**config.mk**
```make
export PLATFORM = sky130hd
export DESIGN_NAME = beatmap_sequencer
export DESIGN_NICKNAME = d
export VERILOG_FILES = /design/src/rtl/beatmap_pkg.sv /design/src/rtl/lane_shifter.sv /design/src/rtl/beatmap_sequencer.sv
export SDC_FILE = /design/constraint.sdc
export NUM_CORES = 1
export LEC_CHECK = 0
export BUFFER_PORTS_ARGS = -buffer_cell sky130_fd_sc_hd__buf_2
export CAP_MARGIN = 20
export CELL_PAD_IN_SITES_DETAIL_PLACEMENT = 0
export CELL_PAD_IN_SITES_GLOBAL_PLACEMENT = 2
export CORE_MARGIN = 3
export CORE_UTILIZATION = 34
export DETAILED_ROUTE_END_ITERATION = 8
export PLACE_DENSITY_LB_ADDON = 0.1
export SETUP_SLACK_MARGIN = 0.4
export SYNTH_ARGS = -nofsm -noshare
export SYNTH_HDL_FRONTEND = slang
export SYNTH_SLANG_ARGS = --single-unit
```
**constraint.sdc**
```tcl
create_clock -name clk -period 3.8 [get_ports clk]
set_input_delay 0.57 -clock clk [delete_from_list [all_inputs] [get_ports clk]]
set_output_delay 0.57 -clock clk [all_outputs]
set_load 0.005 [all_outputs]
```
**src/rtl/beatmap_pkg.sv**
```systemverilog
// ----------------------------------------------------------------------------
// beatmap_pkg
// Shared definitions for the beatmap sequencer:
//   - state_e   : top-level sequencer states
//   - DEF_*     : default build constants for the top-level parameters
//   - grid_idx  : flat bit index of (row, lane) inside the packed playfield
// ----------------------------------------------------------------------------
package beatmap_pkg;

    localparam int DEF_LANES     = 4;
    localparam int DEF_ROWS      = 16;
    localparam int DEF_NUM_NOTES = 80;
    localparam int DEF_ADDR_W    = 13;
    localparam int DEF_TICK_DIV  = 12500000;

    typedef enum logic [2:0] {
        IDLE,
        LOAD,
        RUN,
        DRAIN,
        DONE
    } state_e;

    // Row 0 is the top of the playfield; lanes are packed inside each row.
    function automatic int unsigned grid_idx(input int unsigned row,
                                             input int unsigned lane,
                                             input int unsigned lanes);
        return row * lanes + lane;
    endfunction

endpackage

```
**src/rtl/lane_shifter.sv**
```systemverilog
// ----------------------------------------------------------------------------
// lane_shifter
// One falling-note column. On shift_i every bit moves one row down (towards
// the judgement row at index ROWS-1) and sin_i enters at row 0.
// Ports:
//   clk, reset  : clock, asynchronous active-high reset (column cleared)
//   clear_i     : synchronous clear, has priority over shift_i
//   shift_i     : shift the column down by one row
//   sin_i       : bit inserted at row 0 on a shift
//   col_o       : column contents, bit r = row r
// ----------------------------------------------------------------------------
module lane_shifter
    import beatmap_pkg::*;
#(
    parameter int ROWS = DEF_ROWS
) (
    input  logic            clk,
    input  logic            reset,
    input  logic            clear_i,
    input  logic            shift_i,
    input  logic            sin_i,
    output logic [ROWS-1:0] col_o
);

    logic [ROWS-1:0] col_q;
    logic [ROWS-1:0] col_d;

    // NOTE: assign every always_comb output a default first, otherwise any
    // path that skips an assignment infers a latch.
    always_comb begin
        col_d = col_q;
        if (clear_i) begin
            col_d = '0;
        end else if (shift_i) begin
            col_d = {col_q[ROWS-2:0], sin_i};
        end
    end

    // NOTE: sequential state uses non-blocking assignments so every flop
    // samples pre-edge values regardless of process ordering.
    always_ff @(posedge clk or posedge reset) begin
        if (reset) begin
            col_q <= '0;
        end else begin
            col_q <= col_d;
        end
    end

    assign col_o = col_q;

endmodule

```
**src/rtl/beatmap_sequencer.sv**
```systemverilog
// ----------------------------------------------------------------------------
// beatmap_sequencer
// Walks the beatmap note ROM and schedules its lane masks into falling-note
// columns. Once per beat (TICK_DIV clocks) the playfield shifts down one row
// and the current ROM word enters row 0. After the last note the field is
// drained with empty rows before DONE.
//
// Optional feature, macro BEATMAP_LOOP_EN: when defined the map loops
// forever (address and note_idx wrap after entry NUM_NOTES-1, no drain/done).
//
// Ports:
//   clk, reset : clock, asynchronous active-high reset
//   start      : 1-cycle pulse, begin/restart the map (ignored while busy)
//   pause      : level, freezes beat timing in RUN and DRAIN
//   rom_addr   : note ROM address
//   rom_data   : registered ROM word, valid 1 cycle after rom_addr
//   grid       : playfield, bit [r*LANES+l] = lane l, row r (row 0 on top)
//   hit_row    : judgement row, grid row ROWS-1
//   beat       : 1-cycle pulse in the cycle whose clock edge shifts the grid
//   note_idx   : notes inserted so far
//   busy       : high in LOAD, RUN, DRAIN
//   done       : high in DONE
// ----------------------------------------------------------------------------
module beatmap_sequencer
    import beatmap_pkg::*;
#(
    parameter int NUM_NOTES = DEF_NUM_NOTES,
    parameter int ADDR_W    = DEF_ADDR_W,
    parameter int LANES     = DEF_LANES,
    parameter int ROWS      = DEF_ROWS,
    parameter int TICK_DIV  = DEF_TICK_DIV
) (
    input  logic                  clk,
    input  logic                  reset,
    input  logic                  start,
    input  logic                  pause,
    output logic [ADDR_W-1:0]     rom_addr,
    input  logic [LANES-1:0]      rom_data,
    output logic [LANES*ROWS-1:0] grid,
    output logic [LANES-1:0]      hit_row,
    output logic                  beat,
    output logic [ADDR_W-1:0]     note_idx,
    output logic                  busy,
    output logic                  done
);

    localparam int DIV_W   = $clog2(TICK_DIV);
    localparam int DRAIN_W = $clog2(ROWS + 1);

    localparam logic [DIV_W-1:0]   DIV_LAST   = DIV_W'(TICK_DIV - 1);
    localparam logic [ADDR_W-1:0]  NOTE_LAST  = ADDR_W'(NUM_NOTES - 1);
    localparam logic [DRAIN_W-1:0] DRAIN_LAST = DRAIN_W'(ROWS - 1);

    state_e               state_q, state_d;
    logic [DIV_W-1:0]     div_q, div_d;
    logic [ADDR_W-1:0]    note_q, note_d;
    logic [DRAIN_W-1:0]   drain_q, drain_d;
    logic                 tick;
    logic                 grid_clr;
    logic [LANES-1:0]     ins_data;
    logic [LANES-1:0][ROWS-1:0] col;

    // ------------------------------------------------------------------
    // State register
    // ------------------------------------------------------------------
    always_ff @(posedge clk or posedge reset) begin
        if (reset) begin
            state_q <= IDLE;
            div_q   <= '0;
            note_q  <= '0;
            drain_q <= '0;
        end else begin
            state_q <= state_d;
            div_q   <= div_d;
            note_q  <= note_d;
            drain_q <= drain_d;
        end
    end

    // ------------------------------------------------------------------
    // Next-state and beat timing
    // ------------------------------------------------------------------
    always_comb begin
        state_d  = state_q;
        div_d    = div_q;
        note_d   = note_q;
        drain_d  = drain_q;
        tick     = 1'b0;
        grid_clr = 1'b0;

        case (state_q)
            IDLE, DONE: begin
                // Counters and grid are cleared on the accepting edge so the
                // LOAD cycle already presents a clean map at address 0.
                if (start) begin
                    state_d  = LOAD;
                    div_d    = '0;
                    note_d   = '0;
                    drain_d  = '0;
                    grid_clr = 1'b1;
                end
            end

            LOAD: begin
                // Single cycle that lets the ROM return entry 0.
                state_d  = RUN;
                div_d    = '0;
                note_d   = '0;
                drain_d  = '0;
                grid_clr = 1'b1;
            end

            RUN: begin
                // Pause simply withholds the increment, so a terminal count
                // seen during pause is replayed on the first unpaused cycle.
                if (!pause) begin
                    if (div_q == DIV_LAST) begin
                        div_d = '0;
                        tick  = 1'b1;
`ifdef BEATMAP_LOOP_EN
                        if (note_q == NOTE_LAST) begin
                            note_d = '0;
                        end else begin
                            note_d = note_q + 1'b1;
                        end
`else
                        note_d = note_q + 1'b1;
                        if (note_q == NOTE_LAST) begin
                            state_d = DRAIN;
                        end
`endif
                    end else begin
                        div_d = div_q + 1'b1;
                    end
                end
            end

            DRAIN: begin
                if (!pause) begin
                    if (div_q == DIV_LAST) begin
                        div_d   = '0;
                        tick    = 1'b1;
                        drain_d = drain_q + 1'b1;
                        if (drain_q == DRAIN_LAST) begin
                            state_d = DONE;
                        end
                    end else begin
                        div_d = div_q + 1'b1;
                    end
                end
            end

            default: begin
                state_d = IDLE;
            end
        endcase
    end

    // ------------------------------------------------------------------
    // Playfield columns
    // ------------------------------------------------------------------
    // ROM words only enter during RUN; DRAIN pushes empty rows.
    assign ins_data = (state_q == RUN) ? rom_data : '0;

    for (genvar l = 0; l < LANES; l++) begin : g_lane
        lane_shifter #(
            .ROWS(ROWS)
        ) u_lane (
            .clk     (clk),
            .reset   (reset),
            .clear_i (grid_clr),
            .shift_i (tick),
            .sin_i   (ins_data[l]),
            .col_o   (col[l])
        );
    end

    for (genvar r = 0; r < ROWS; r++) begin : g_row
        for (genvar l = 0; l < LANES; l++) begin : g_bit
            assign grid[grid_idx(r, l, LANES)] = col[l][r];
        end
    end

    // ------------------------------------------------------------------
    // Outputs
    // ------------------------------------------------------------------
    // During DRAIN note_idx sits at NUM_NOTES, but the address stays on the
    // last valid entry.
    always_comb begin
        rom_addr = '0;
        case (state_q)
            LOAD, RUN: rom_addr = note_q;
            DRAIN:     rom_addr = NOTE_LAST;
            default:   rom_addr = '0;
        endcase
    end

    assign hit_row  = grid[(ROWS-1)*LANES +: LANES];
    assign beat     = tick;
    assign note_idx = note_q;
    assign busy     = (state_q == LOAD) || (state_q == RUN) || (state_q == DRAIN);
    assign done     = (state_q == DONE);

endmodule

```
# After elaboration in Yosys (flattened, before gate mapping)

Index checks and enable logic that the tools add are counted.

Input port bits: 8
Register bits: 109
Word-level logic and storage cells: 75

Mux-type cells: 35
Add/sub/neg operators: 3
Equality and inequality tests: 15
Reduce and logical (&&, ||, !) cells: 14

Operator list:

| operator                                             | number |
|---|---|
| 2-to-1 mux 16 bit                                    | 8 |
| 2-to-1 mux 24 bit                                    | 3 |
| one-hot mux 24 bit (3 select lines)                  | 1 |
| 2-to-1 mux 13 bit                                    | 3 |
| one-hot mux 13 bit (3 select lines)                  | 1 |
| one-hot mux 13 bit (2 select lines)                  | 1 |
| adder 24 x 1 -> 24 bit, second input constant        | 1 |
| equality test 24 bit, second input constant          | 1 |
| 2-to-1 mux 3 bit                                     | 7 |
| != test 2 bit, second input constant                 | 8 |
| 2-to-1 mux 5 bit                                     | 3 |
| one-hot mux 5 bit (3 select lines)                   | 1 |
| adder 13 x 1 -> 13 bit, second input constant        | 1 |
| equality test 13 x 7 -> 1 bit, second input constant | 1 |
| one-hot mux 3 bit (4 select lines)                   | 1 |
| nonzero test 3 bit                                   | 3 |
| AND reduction 4 bit                                  | 2 |
| AND reduction 7 bit                                  | 1 |
| equality test 3 x 2 -> 1 bit, second input constant  | 2 |
| OR reduction 2 bit                                   | 3 |
| adder 5 x 1 -> 5 bit, second input constant          | 1 |
| equality test 5 x 4 -> 1 bit, second input constant  | 1 |
| 2-to-1 mux 1 bit                                     | 4 |
| 2-to-1 mux 4 bit                                     | 1 |
| 7 further kinds                                      | 8 |

# Depth between registers and ports, before layout

Word-level depth: 6
Mapped depth: 9

# Modules after synthesis

A second synthesis with hierarchy kept.

Cell total of the unflattened synthesis: 530
Area, all modules: 5441.5 µm²

By module, submodules not included:

| module            | instances | area an instance (µm²) | seq. area each (µm²) | cells each |
|---|---|---|---|---|
| beatmap_sequencer | 1         | 2783.9                 | 1126.1               | 318 |
| lane_shifter      | 4         | 664.4                  | 400.4                | 53 |

# Worst setup path before layout

No wires, ideal clock.

Kind: register to output
Start point: reg div_q[0]
End point: out beat
Data arrival time: 1.669 ns
Cell stages (with the launch flop): 9
Setup slack: 1.561 ns
Data required time: 3.230 ns
Cells stage by stage: dfrtp_1 ha_1 and4_1 buf_2 nand4_4 nor3_1 nand2_1 inv_1 buf_2

Cells in the longest elaborated chain, start to end: 4

RTL lines:

| what                     | RTL line                                           | text |
|---|---|---|
| start: declaration       | beatmap_sequencer.sv:55                            | `logic [DIV_W-1:0] div_q, div_d;` |
| start signal: assignment | beatmap_sequencer.sv:74                            | `div_q <= div_d;` |
| equality test 24 bit     | beatmap_sequencer.sv:117, beatmap_sequencer.sv:140 |  |
| 2-to-1 mux 1 bit         | beatmap_sequencer.sv:117, beatmap_sequencer.sv:140 |  |
| 2-to-1 mux 1 bit         | beatmap_sequencer.sv:139                           | `if (!pause) begin` |
| 2-to-1 mux 1 bit         | --                                                 |  |
| end: declaration         | beatmap_sequencer.sv:41                            | `output logic beat,` |

No other way between the ends.

# Worst setup path in the final report

Start point: reg state_q[1]
End point: out beat

Cells in the longest elaborated chain, start to end: 3
Elaborated cells between the ends (all ways): 4
Those cells by class: 2 x eq/ne; 1 x mux; 1 x reduce/logical

RTL lines:

| what                             | RTL line                | text |
|---|---|---|
| start: declaration               | beatmap_sequencer.sv:54 | `state_e state_q, state_d;` |
| start signal: assignment         | beatmap_sequencer.sv:73 | `state_q <= state_d;` |
| equality test 3 x 2 -> 1 bit     | beatmap_sequencer.sv:91 | `case (state_q)` |
| OR reduction 2 bit (no line) (*) | --                      |  |
| 2-to-1 mux 1 bit (*)             | --                      |  |

Every way passes the cells marked *; elsewhere a longest branch is shown, timed or not.

==> results.json <==
{
  "status": "finished clean",
  "finalSetupTns_ps": 0,
  "cts_root_buffer": "clkbuf_16",
  "cp_data_required_time_ps": 3230,
  "clockBufferDepth": 2,
  "powerDensity_nw_per_um2": 385,
  "cts_buffers": 9,
  "grt_pass1_vias": 4433,
  "die_area_um2": 17600,
  "drive_above_1_share_pct": 21.9,
  "port_buffers": 104,
  "cts_max_level": 3,
  "drc": 0,
  "maxSlewViolCount": 0,
  "routed_via_density": 5.45,
  "r2r_end": "div_q[17]$_DFFE_PP0P_",
  "post-cts-setup-buffers": 0,
  "yosysTopAreaCell": "dfrtp_1",
  "start_util_pct": 35.4,
  "antennaDiodeCount": 0,
  "grt_util_met3_pct": 3.08,
  "clkPwrFrac_pct": 39.7,
  "num_rows": 45,
  "vias": 4688,
  "cp_cell_sequence": "nand2b_1, nor2_4, nand2_1, inv_1, buf_2",
  "cts_tree": "built",
  "slew_headroom_pct": 37.2,
  "pin_count": 105,
  "cts_hold_buf": 0,
  "ctsResizeCount": 0,
  "intPower_mw": 1.80,
  "place_congestion": 0.792,
  "crit_slowest_cell": "dfrtp_1",
  "syn2layout_area_growth_pct": 17.7,
  "clock_sinks": 109,
  "cp_num_cells": 5,
  "syn_area_per_cell_um2": 9.59,
  "netlist_area_um2": 5460,
  "synthCells": 569,
  "path_max_fanout": 21,
  "worstSetupPathType": "reg2out",
  "final-hold-violation-count": 0,
  "grt_max_degree": 70,
  "ys_types": 60,
  "synthTopCellsByArea": "dfrtp_1 50%, nand3_1 5.5%, o21ai_0 4.9%",
  "r2r_slack_ps": 1150,
  "p_leak_nw": 3.04,
  "grt_pass1_wl_um": 24800,
  "clkTransAtPathRegs_ps": 80,
  "crit_arrival_ps": 2300,
  "grt_use_total_pct": 17.2,
  "switching_power_mw": 0.670,
  "setup_violations": 0,
  "ant_nets": 0,
  "drt-wirelength-per-cell_um": 17.3,
  "swShare_pct": 27.1,
  "dp_hpwl_um": 9870,
  "clock_latency_ps": 350,
  "synth_ff_type": "dfrtp_1",
  "synth_async_sr_flop_share_pct": 100,
  "grt.overflow.total": 0,
  "fmax_mhz": 348,
  "ys_seq_elements": 109,
  "path_buf_inv": 2,
  "synth_edf_count": 0,
  "grt-busiest-layer": "met2",
  "die_w_um": 133,
  "instances_no_fill": 860,
  "use_met2_pct": 26.4,
  "r2r_start": "div_q[0]$_DFFE_PP0P_",
  "fillerInstances": 1610,
  "finClkSkew_ps": 8.55,
  "p_seq_share_pct": 51.1,
  "dp_cells": 844,
  "yosysSeqAreaShare_pct": 50.0,
  "combinationalPowerShare_pct": 9.2,
  "grtUsageMet1_pct": 24.9,
  "hp-class": "in2async",
  "worstMarginPinSlew_ps": 941,
  "critPathMaxStageDelay_ps": 650,
  "start_kind": "flip-flop",
  "rsz0062_at_grt": "no",
  "peakVddDrop_mv": 0.239,
  "yosys_warnings": 0,
  "first_iter_violations": 238,
  "drt_wl_total_um": 14800,
  "setup_ws_ps": 928,
  "r2r_cells": 6,
  "synth_common_cells": "109 x dfrtp_1, 60 x nand3_1, 53 x o21ai_0",
  "drt-pass1-iter-count": 4,
  "nets": 656,
  "antenna_found_initial": 0,
  "die_h_um": 133,
  "yosysMostFrequentCell": "dfrtp_1",
  "min_period_over_period_pct": 75.6,
  "synth_top_area_share_pct": 50.0,
  "endpoint_kind": "output pin",
  "maxCapViolations": 0,
  "core-area_um2": 15400,
  "place_ws_ps": 1130,
  "syn_nets": 581,
  "cp_top_family": "simple AND/OR/NAND/NOR gates",
  "period_minus_slack_ps": 2870
}
==> power by group through the flow <==
| stage | registers, mW | logic, mW | clock network (mW) |
|---|---|---|---|
| after floorplan | 1.25 | 0.181 | 0 |
| after global placement | 1.28 | 0.230 | 0 |
| after detailed placement | 1.28 | 0.232 | 0 |
| after CTS | 1.26 | 0.234 | 1.02 |
| after global routing | 1.27 | 0.261 | 1.07 |
| final | 1.26 | 0.227 | 0.982 |
==> per-layer routing <==
layer | wire (um) | share of wire [%]
met1 | 7190 | 48
met2 | 6830 | 46
met3 | 632 | 4.3
met4 | 194 | 1.3
met5 | 0 | 0
==> final cells by class <==
cell class / instances / area, um^2 / share of cell area [%]
Clock buffer: 10 / 229 / 3.57
Clock inverter: 6 / 76.3 / 1.19
Inverter: 9 / 37.5 / 0.585
Multi-Input combinational cell: 402 / 2480 / 38.7
Sequential cell: 109 / 2730 / 42.5
Tap cell: 211 / 264 / 4.11
Timing Repair Buffer: 113 / 601 / 9.35
==> worst reg2reg max path: cells and delay by family, from the launching register on <==
kind                       cells  cell delay [ps]
adders and majority gates      1              220
and+or+nand+nor                4             1340
DFF                            1              400
AOI/OAI and AO/OA              1              540
==> logic make-up after synthesis <==
logic type | count (synthesis) | share of synthesized area (%)
AND/OR/NAND/NOR | 200 | 19.7
AO/OA/AOI/OAI | 173 | 20.5
flip-flops | 109 | 50.0
buffers and inverters | 58 | 4.84
XOR/XNOR | 21 | 3.37
multiplexers | 4 | 0.757
adder cells (fa/ha/maj) | 4 | 0.917
==> registers in the layout, summed over array words and instances, names as in the netlist <==
register / flops
div_q: 24
g_lane.u_lane.col_o: 64
state_q: 3
drain_q: 5
note_idx: 13
==> metrics by stage <==
| step | power, mW | utilization (%) | cell area [um^2] | hold WS, ps |
|---|---|---|---|---|
| 3_5_place_dp | 1.52 | 39.6 | 6110 | 499 |
| 4_1_cts | 2.52 | 41.6 | 6420 | 433 |
| 6_report | 2.47 | 41.6 | 6420 | 403 |
| 5_1_grt | 2.60 | 41.6 | 6420 | 461 |
| 2_1_floorplan | 1.43 | - | 5460 | 459 |
| 3_3_place_gp | 1.51 | 39.6 | 6110 | 486 |
==> how the worst max path moves through the flow <==
stage | start | endpoint | slack [ps]
floorplan | div_q[0]$_DFFE_PP0P_ | beat | 1560
global placement | div_q[0]$_DFFE_PP0P_ | div_q[17]$_DFFE_PP0P_ | 1200
detailed placement | div_q[0]$_DFFE_PP0P_ | div_q[17]$_DFFE_PP0P_ | 1130
CTS | state_q[1]$_DFFE_PP0P_ | beat | 850
global route | state_q[1]$_DFFE_PP0P_ | beat | 680
finish | state_q[1]$_DFFE_PP0P_ | beat | 930
==> layout by cell type (no fill, tap or decap), drive strengths merged, types with 2 or more instances in the layout <==
cell,count
or3,6
xor2,13
a2111oi,2
nand4,9
buf,113
o31ai,2
nand4b,2
mux2i,3
xnor2,8
or4,2
inv,12
nand2,40
nand3,60
nor3,5
ha,4
o41ai,2
dfrtp,109
and4,5
nand2b,5
a211oi,6
o21ai,55
nor2,30
o211ai,12
or2,3
a22o,21
a21o,8
nor3b,3
a21oi,44
and2,13
o2bb2ai,4
clkbuf,10
and3,5
nor4b,2
nor4,6
a31oi,3
o2111ai,6
(Power assumes the default switching activity.)
